`src/rtl/serial_adder_pkg.sv`:
```
// Shared types and elaboration helpers for the digit-serial adder/subtractor.
package serial_adder_pkg;

  typedef enum logic [1:0] {
    IDLE = 2'd0,
    RUN  = 2'd1,
    DONE = 2'd2
  } state_t;

  function automatic int calc_ndig(input int width, input int digit);
    return (digit > 0) ? width / digit : 1;
  endfunction

  function automatic int calc_cnt_w(input int ndig);
    return (ndig > 1) ? $clog2(ndig) : 1;
  endfunction

endpackage

```
`src/rtl/serial_adder_fa_cell.sv`:
```
// One-bit combinational full adder, chained DIGIT times per processing cycle.
module fa_cell (
  input  logic a,
  input  logic b,
  input  logic ci,
  output logic s,
  output logic co
);

  assign s  = a ^ b ^ ci;
  assign co = (a & b) | (ci & (a ^ b));

endmodule

```
`src/rtl/serial_adder.sv`:
```
// Digit-serial adder/subtractor with valid/ready handshakes on both sides.
// Operands are consumed DIGIT bits per cycle, LSB first, through a full-adder ripple chain.
import serial_adder_pkg::*;

module serial_adder #(
  parameter int WIDTH = 8,
  parameter int DIGIT = 1
) (
  input  logic             clk,
  input  logic             rst_n,
  input  logic             in_valid,
  output logic             in_ready,
  input  logic [WIDTH-1:0] a,
  input  logic [WIDTH-1:0] b,
  input  logic             cin,
  input  logic             sub,
  output logic             out_valid,
  input  logic             out_ready,
  output logic [WIDTH-1:0] sum,
  output logic             cout,
  output logic             ovf
);

  localparam int NDIG = calc_ndig(WIDTH, DIGIT);
  localparam int CW   = calc_cnt_w(NDIG);

  generate
    if (DIGIT < 1 || DIGIT > WIDTH || (WIDTH % DIGIT) != 0) begin : g_param_err
      $error("serial_adder: DIGIT must be in 1..WIDTH and divide WIDTH");
    end
  endgenerate

  state_t           state_q, state_d;
  logic [WIDTH-1:0] a_q, b_q, sum_q;
  logic             carry_q, ovf_q;
  logic [CW-1:0]    cnt_q;
  logic [DIGIT:0]   chain_c;
  logic [DIGIT-1:0] chain_s;
  logic             last_digit;

  assign chain_c[0] = carry_q;

  for (genvar i = 0; i < DIGIT; i++) begin : g_chain
    fa_cell u_fa (
      .a  (a_q[i]),
      .b  (b_q[i]),
      .ci (chain_c[i]),
      .s  (chain_s[i]),
      .co (chain_c[i+1])
    );
  end

  assign last_digit = (cnt_q == CW'(NDIG - 1));

  always_comb begin
    state_d   = state_q;
    in_ready  = 1'b0;
    out_valid = 1'b0;
    case (state_q)
      IDLE: begin
        in_ready = 1'b1;
        if (in_valid) state_d = RUN;
      end
      RUN: begin
        if (last_digit) state_d = DONE;
      end
      DONE: begin
        out_valid = 1'b1;
        if (out_ready) state_d = IDLE;
      end
      default: state_d = IDLE;
    endcase
  end

  // Subtraction runs as a + ~b + ~cin, so the carry out doubles as "no borrow".
  always_ff @(posedge clk or negedge rst_n) begin
    if (!rst_n) begin
      state_q <= IDLE;
      a_q     <= '0;
      b_q     <= '0;
      sum_q   <= '0;
      carry_q <= 1'b0;
      ovf_q   <= 1'b0;
      cnt_q   <= '0;
    end else begin
      state_q <= state_d;
      case (state_q)
        IDLE: begin
          if (in_valid) begin
            a_q     <= a;
            b_q     <= sub ? ~b : b;
            carry_q <= cin ^ sub;
            cnt_q   <= '0;
          end
        end
        RUN: begin
          a_q     <= a_q >> DIGIT;
          b_q     <= b_q >> DIGIT;
          sum_q   <= (sum_q >> DIGIT) | (WIDTH'(chain_s) << (WIDTH - DIGIT));
          carry_q <= chain_c[DIGIT];
          cnt_q   <= cnt_q + 1'b1;
          if (last_digit) ovf_q <= chain_c[DIGIT-1] ^ chain_c[DIGIT];
        end
        default: ;
      endcase
    end
  end

  assign sum  = sum_q;
  assign cout = carry_q;
  assign ovf  = ovf_q;

endmodule

```
`config.mk`:
```
export PLATFORM = sky130hd
export DESIGN_NAME = serial_adder
export DESIGN_NICKNAME = d
export VERILOG_FILES = /design/src/rtl/serial_adder_pkg.sv /design/src/rtl/serial_adder_fa_cell.sv /design/src/rtl/serial_adder.sv
export SDC_FILE = /design/constraint.sdc
export NUM_CORES = 1
export LEC_CHECK = 0
export ABC_AREA = 1
export CORE_MARGIN = 2
export CORE_UTILIZATION = 49
export CTS_BUF_LIST = sky130_fd_sc_hd__clkbuf_16
export CTS_CLUSTER_DIAMETER = 200
export DETAILED_ROUTE_END_ITERATION = 12
export PLACE_DENSITY = 0.74
export SYNTH_ARGS = -nofsm -noshare
export SYNTH_HDL_FRONTEND = slang
export SYNTH_SLANG_ARGS = --single-unit
export TNS_END_PERCENT = 20
```
`constraint.sdc`:
```
create_clock -name clk -period 1.4 [get_ports clk]
set_input_delay 0.14 -clock clk [delete_from_list [all_inputs] [get_ports clk]]
set_output_delay 0.14 -clock clk [all_outputs]
set_load 0.005 [all_outputs]
```
==> impl_results.md, run 1 <==
- Commonest cells post-synth: 60 x nand2_1, 31 x dfrtp_1, 30 x nand3_1
- Final WS setup: about 0.062 ns
- Core area: slightly above 0.003 sq mm
- Synth unique cells: 21
- Initial Util: a little over half
- Std-Cell Rows: 20
- Seq cells post-synth: 31
- Worst-path clk slew: roughly 0.05 ns
- Setup Crit Path Kind: flop to output port
- Power density of the placed cells: 1930 mW/mm^2
- Ys Warns: 0
- IO Count: 34
- Worst Setup SP: cout
- Die X: 61.7 um
- Syn Std Cell Area: around 0.0016 sq mm
- Fmax: 0.747 GHz
- Yosys top cell by area: dfrtp_1
- First-pass GRT wire length: between 5000 and 6000 um
- Layout cell share with drive strength beyond 1: 20.2%
- Bufs on Longest Clock Path: 2
- Die Footprint: between 0.003 and 0.004 sq mm
- Max capacitance violation total: 0
- Post-synthesis sequential area ratio: 47.6%
- Wire per inst: between 10 and 15 um
- Hold Fails Final Rpt: 0
- IO buf count: 33
- Initial antenna violation count: 0
- Pre-CTS WS: ~0.079 ns
- Dpl hpwl: ~2400 um
- Cells after Synth: 189
- Arrival time worst endpoint: between 1 and 1.5 ns
- Ant diodes: 0
- R2R Path Start: cout
- Buf/Inv on CP: 1
- Setup crit end kind: output port
- Clk_lat worst skew: between 0.2 and 0.3 ns
- Sink Count: 31
- Fin nets: around 250
- Startpoint Class: flop
- CTS root buf: clkbuf_16
- Synth top area share: a little under half
- Worst hold slack: around 0.26 ns
- Area of all placed cells without fillers: 0.00215 sq mm
- Critical Path RT: 1.26 ns
- Via count: ~1400
- Delay-heaviest family, CP: buffers and inverters
- WL final: roughly 3300 um
- H-tree depth: 2
- CTS tree: done
- Drt drc: 0
- Cts bufs inserted: 5
- Total power draw: around 4.2 mW
- DR vias/cell: roughly 5
- Most common cell in the netlist: nand2_1
- RSZ-0062 raised after global routing: no
- Endpoints failing setup: 0
- Worst hold path type: input port to asynchronous set/reset pin
- Relative slew margins: ~74%
- Post-Place Cells: ~260
- Vias in the first global route: 1366
- Pins over their slew limit: 0
- RD Place Congestion: between 0.7 and 0.8
- Largest net degree at the start of global routing: 32
- Die Y: 61.7 um
- DP Area: about 0.0020 sq mm
- Leak Pwr: roughly 1.1 nW
- Final std cells w/o fill: 272
- EDFF count, synth: 0
- Primary FF master, synth: dfrtp_1
- First-pass iteration count of the detailed router: 5
- Final core occ: between 60 and 70%
- Clock Skew: about 0.0050 ns
- Antenna viol nets, final: 0
- Top cells by area, synth: dfrtp_1 48%, nand2_1 14%, nand3_1 9.2%
- Min cycle time layout: 1.34 ns
- P&R area growth vs syn: 31.7%
- Tot GR Track Use: approximately a fifth
- Final worst path period share: roughly 96%
- Slowest-stage cell, CP: clkdlybuf4s50_1
- Total gr overflow: 0
- Post-synthesis average cell area: 8.63 sq um
- VDD IR max: 1270 uV
- CP max FO: 4
- Asr flop ratio synth: 100%
- Initial DRC count: 78
- Slowest cell delay on critical path: 0.52 ns
- Syn Nets: ~210
- Sequence of cells on the critical path: clkdlybuf4s50_1
- Total negative slack: 0 ns
- Worst-margin pin slew: about 0.39 ns
- Status: completed
## final cells by class
class | instances | area, sq um
clock buffers | 5 | 125
clock inverters | 2 | 8.76
fillers | 262 | 956
inverters | 15 | 61.3
multi-input cells | 134 | 718
flip-flops and latches | 31 | 778
well taps | 44 | 55.1
repair buffers | 41 | 400
## worst paths after layout
check | endpoint | slack (ns) | cells after the start
max | cout | 0.06 | 1
min | cnt_q[2] | 0.26 | 2
max reg2reg | ovf | 0.09 | 4
min reg2reg | sum[0] | 0.49 | 2
max in group asynchronous | state_q[0] | 0.83 | 2
min in group clk | a_q[7] | 0.44 | 3
## cells by family after synthesis
family | count (synthesis) | share of synthesized area, %
XOR/XNOR | 2 | 1.07
adder cells (fa/ha/maj) | 3 | 2.76
AND/OR/NAND/NOR | 120 | 37.3
flip-flops | 31 | 47.6
AO/OA/AOI/OAI | 9 | 2.92
buffers and inverters | 24 | 8.37
## registers in the layout (all words and copies together) (netlist names)
| register | flops |
|---|---|
| cout | 1 |
| a_q | 8 |
| cnt_q | 3 |
| ovf | 1 |
| sum | 8 |
| b_q | 8 |
| state_q | 2 |
## power by group
part           total [mW]  leakage [nW]  internal (mW)  switching [mW]
registers            1.52         0.397           1.27           0.252
clock network       0.991        0.0671          0.636           0.354
logic                1.64         0.646          0.781           0.861
total                4.15          1.11           2.68            1.47
## what timing repair did
item / 4_1_cts / 5_1_grt
setup endpoints to repair: 2 / 1
resized for setup: 3 / 1
buffers inserted: 1 / 0
hold buffers: 0 / 0
## cells in the final DEF, fill, tap and decap left out, drive strengths merged
cell,n
buf,8
clkbuf,5
clkdlybuf4s50,31
clkinv,2
dfrtp,31
dlygate4sd2,2
fa,1
ha,2
inv,15
nand2,74
nand3,42
nor2,4
o21ai,8
o31ai,1
xor2,2
## per-layer routing
| layer | global-route usage, % | vias up | wire (um) | share of wire (%) |
|---|---|---|---|---|
| li1 | - | 682 | - | - |
| met5 | 0 | - | 0 | 0 |
| met4 | 8.81 | 0 | 44 | 1.3 |
| met1 | 25.1 | 632 | 1430 | 43 |
| met3 | 6.51 | 6 | 169 | 5.1 |
| met2 | 35.3 | 36 | 1700 | 51 |
Note: power is estimated with default switching activity, not from simulation.
==> inputs of run 2 (changes only) <==
- CORE_UTILIZATION: 49 -> 45
- HOLD_SLACK_MARGIN: not set -> 0.15
- PLACE_DENSITY: 0.74 -> 0.69
- SKIP_CTS_REPAIR_TIMING: not set -> 1
==> run 2 against run 1 <==
Net effect: cell count rose by 1.8%; flip-flop and latch count did not move; die area rose by 8.3%; first-iteration DRC count fell by 26%; critical endpoint unchanged; wire length rose by 1.9%.
==> impl_results.md, run 2 (same netlist as run 1, synthesis figures left out) <==
- Status: completed
- Die Footprint: 0.00412 sq mm (+8.3%)
- Filler Cell Count: 305 (+16%)
- Pins over their slew limit: 0 (unchanged)
- Sequence of cells on the critical path: clkdlybuf4s50_1
- Layout cell share with drive strength beyond 1: 20.3% (+0.17 points)
- First-pass iteration count of the detailed router: 4 (-1)
- CTS tree: done
- RD Place Congestion: 0.765 (+0.33%)
- DR vias/cell: 4.96 (-0.43%)
- Ant diodes: 0 (unchanged)
- Setup Crit Path Kind: flop to output port
- Slowest cell delay on critical path: 0.52 ns (about the same)
- Vias in the first global route: 1371 (+0.37%)
- Die X: 64.2 um (+4.1%)
- Dpl hpwl: 2550 um (+5.5%)
- Buf/Inv on CP: 1 (unchanged)
- Max capacitance violation total: 0 (unchanged)
- Total negative slack: 0 ns (unchanged)
- VDD IR max: 1190 uV (-6.5%)
- Worst hold slack: 0.260 ns (-0.00212 ns)
- Initial Util: 47.7% (-4.8 points)
- Setup crit end kind: output port
- Most common cell after layout, fill and taps aside: nand2_1
- CTS root buf: clkbuf_16
- Slowest-stage cell, CP: clkdlybuf4s50_1
- RSZ-0062 raised after global routing: no
- Total power draw: 4.16 mW (+0.30%)
- Clock Skew: 0.00211 ns (-0.00287 ns)
- Antenna viol nets, final: 0 (unchanged)
- Register area: 778 sq um (unchanged)
- Leak Pwr: 1.15 nW (+3.5%)
- Initial antenna violation count: 0 (unchanged)
- Core area: 0.00342 sq mm (+10%)
- First-pass GRT wire length: 5930 um (+3.3%)
- Initial DRC count: 58 (-26%)
- Worst hold path type: input port to asynchronous set/reset pin
- Multi-input logic area: 723 sq um (+0.70%)
- Relative slew margins: 75.1% (+1.5 points)
- Drt drc: 0 (unchanged)
- Largest net degree at the start of global routing: 32 (unchanged)
- Tot GR Track Use: 18.8% (-2.3 points)
- Arrival time worst endpoint: 1.19 ns (about the same)
- Critical Path RT: 1.26 ns (about the same)
- Cts bufs inserted: 5 (unchanged)
- Via count: 1375 (+1.4%)
- Commonest non-fill, non-tap cells in the layout: 60 x nand2_1, 31 x clkdlybuf4s50_1, 30 x nand3_1
- Min cycle time layout: 1.33 ns (-0.00696 ns)
- Worst-margin pin slew: 0.373 ns (-0.0214 ns)
- Startpoint Class: flop
- Endpoints failing setup: 0 (unchanged)
- Final worst path period share: 95.1% (-0.50 points)
- Delay-heaviest family, CP: buffers and inverters
- Sink Count: 31 (unchanged)
- Wire per inst: 12.3 um (about the same)
- Fmax: 0.751 GHz (+0.52%)
- Worst-path clk slew: 0.05 ns (about the same)
- IO buf count: 33 (unchanged)
- Power density of the placed cells: 1910 mW/mm^2 (-1.2%)
- Die Y: 64.2 um (+4.1%)
- Bufs on Longest Clock Path: 2 (unchanged)
- Total gr overflow: 0 (unchanged)
- Hold Fails Final Rpt: 0 (unchanged)
- Fin nets: 255 (+0.79%)
- WL final: 3400 um (+1.9%)
- Std-Cell Rows: 21 (+5.0%)
- Clk_lat worst skew: 0.27 ns (about the same)
- P&R area growth vs syn: 33.7%
- H-tree depth: 2 (unchanged)
- IO Count: 34 (unchanged)
- CP max FO: 4 (unchanged)
[run 2: final cells by class]
type | instances | area share [%]
Clock inverter | 3 | 0.517
Timing Repair Buffer | 43 | 19.4
Tap cell | 46 | 2.64
Multi-Input combinational cell | 134 | 33.2
Sequential cell | 31 | 35.7
Clock buffer | 5 | 5.74
Inverter | 15 | 2.81
[run 2: worst paths after layout]
kind,start,endpoint,slack [ns],cells after the start
max in group asynchronous,rst_n,state_q[0],0.85,2
min in group clk,out_ready,state_q[1],0.46,2
hold reg to reg,ovf,ovf,0.48,2
hold / removal,rst_n,cnt_q[2],0.26,2
setup / recovery,cout,cout,0.07,1
setup reg to reg,cout,ovf,0.11,4
[run 2: power breakdown]
group	switching [mW]	internal [mW]	total [mW]
Sequential	0.273	1.27	1.54
Combinational	0.837	0.809	1.65
Clock	0.342	0.636	0.978
[run 2: through the flow]
step / cell area, sq um / setup WS [ns] / util [%] / cells
6_report: 2180 / 0.0692 / 63.8 / 277
5_1_grt: 2180 / 0.0279 / 63.8 / 277
4_1_cts: 2170 / -0.154 / 63.4 / 277
3_3_place_gp: 2030 / 0.126 / 59.5 / 269
3_5_place_dp: 2030 / 0.0854 / 59.5 / 269
2_1_floorplan: 1630 / 0.155 / - / 189
[run 2: routing by layer]
metal  vias to the layer above  track usage (%)  part of all wire, %
met5                         -                0                    0
met4                         0             10.4                  1.9
met3                         5             4.05                  4.3
met2                        30             31.8                   50
met1                       654             22.1                   44
li1                        686                -                    -
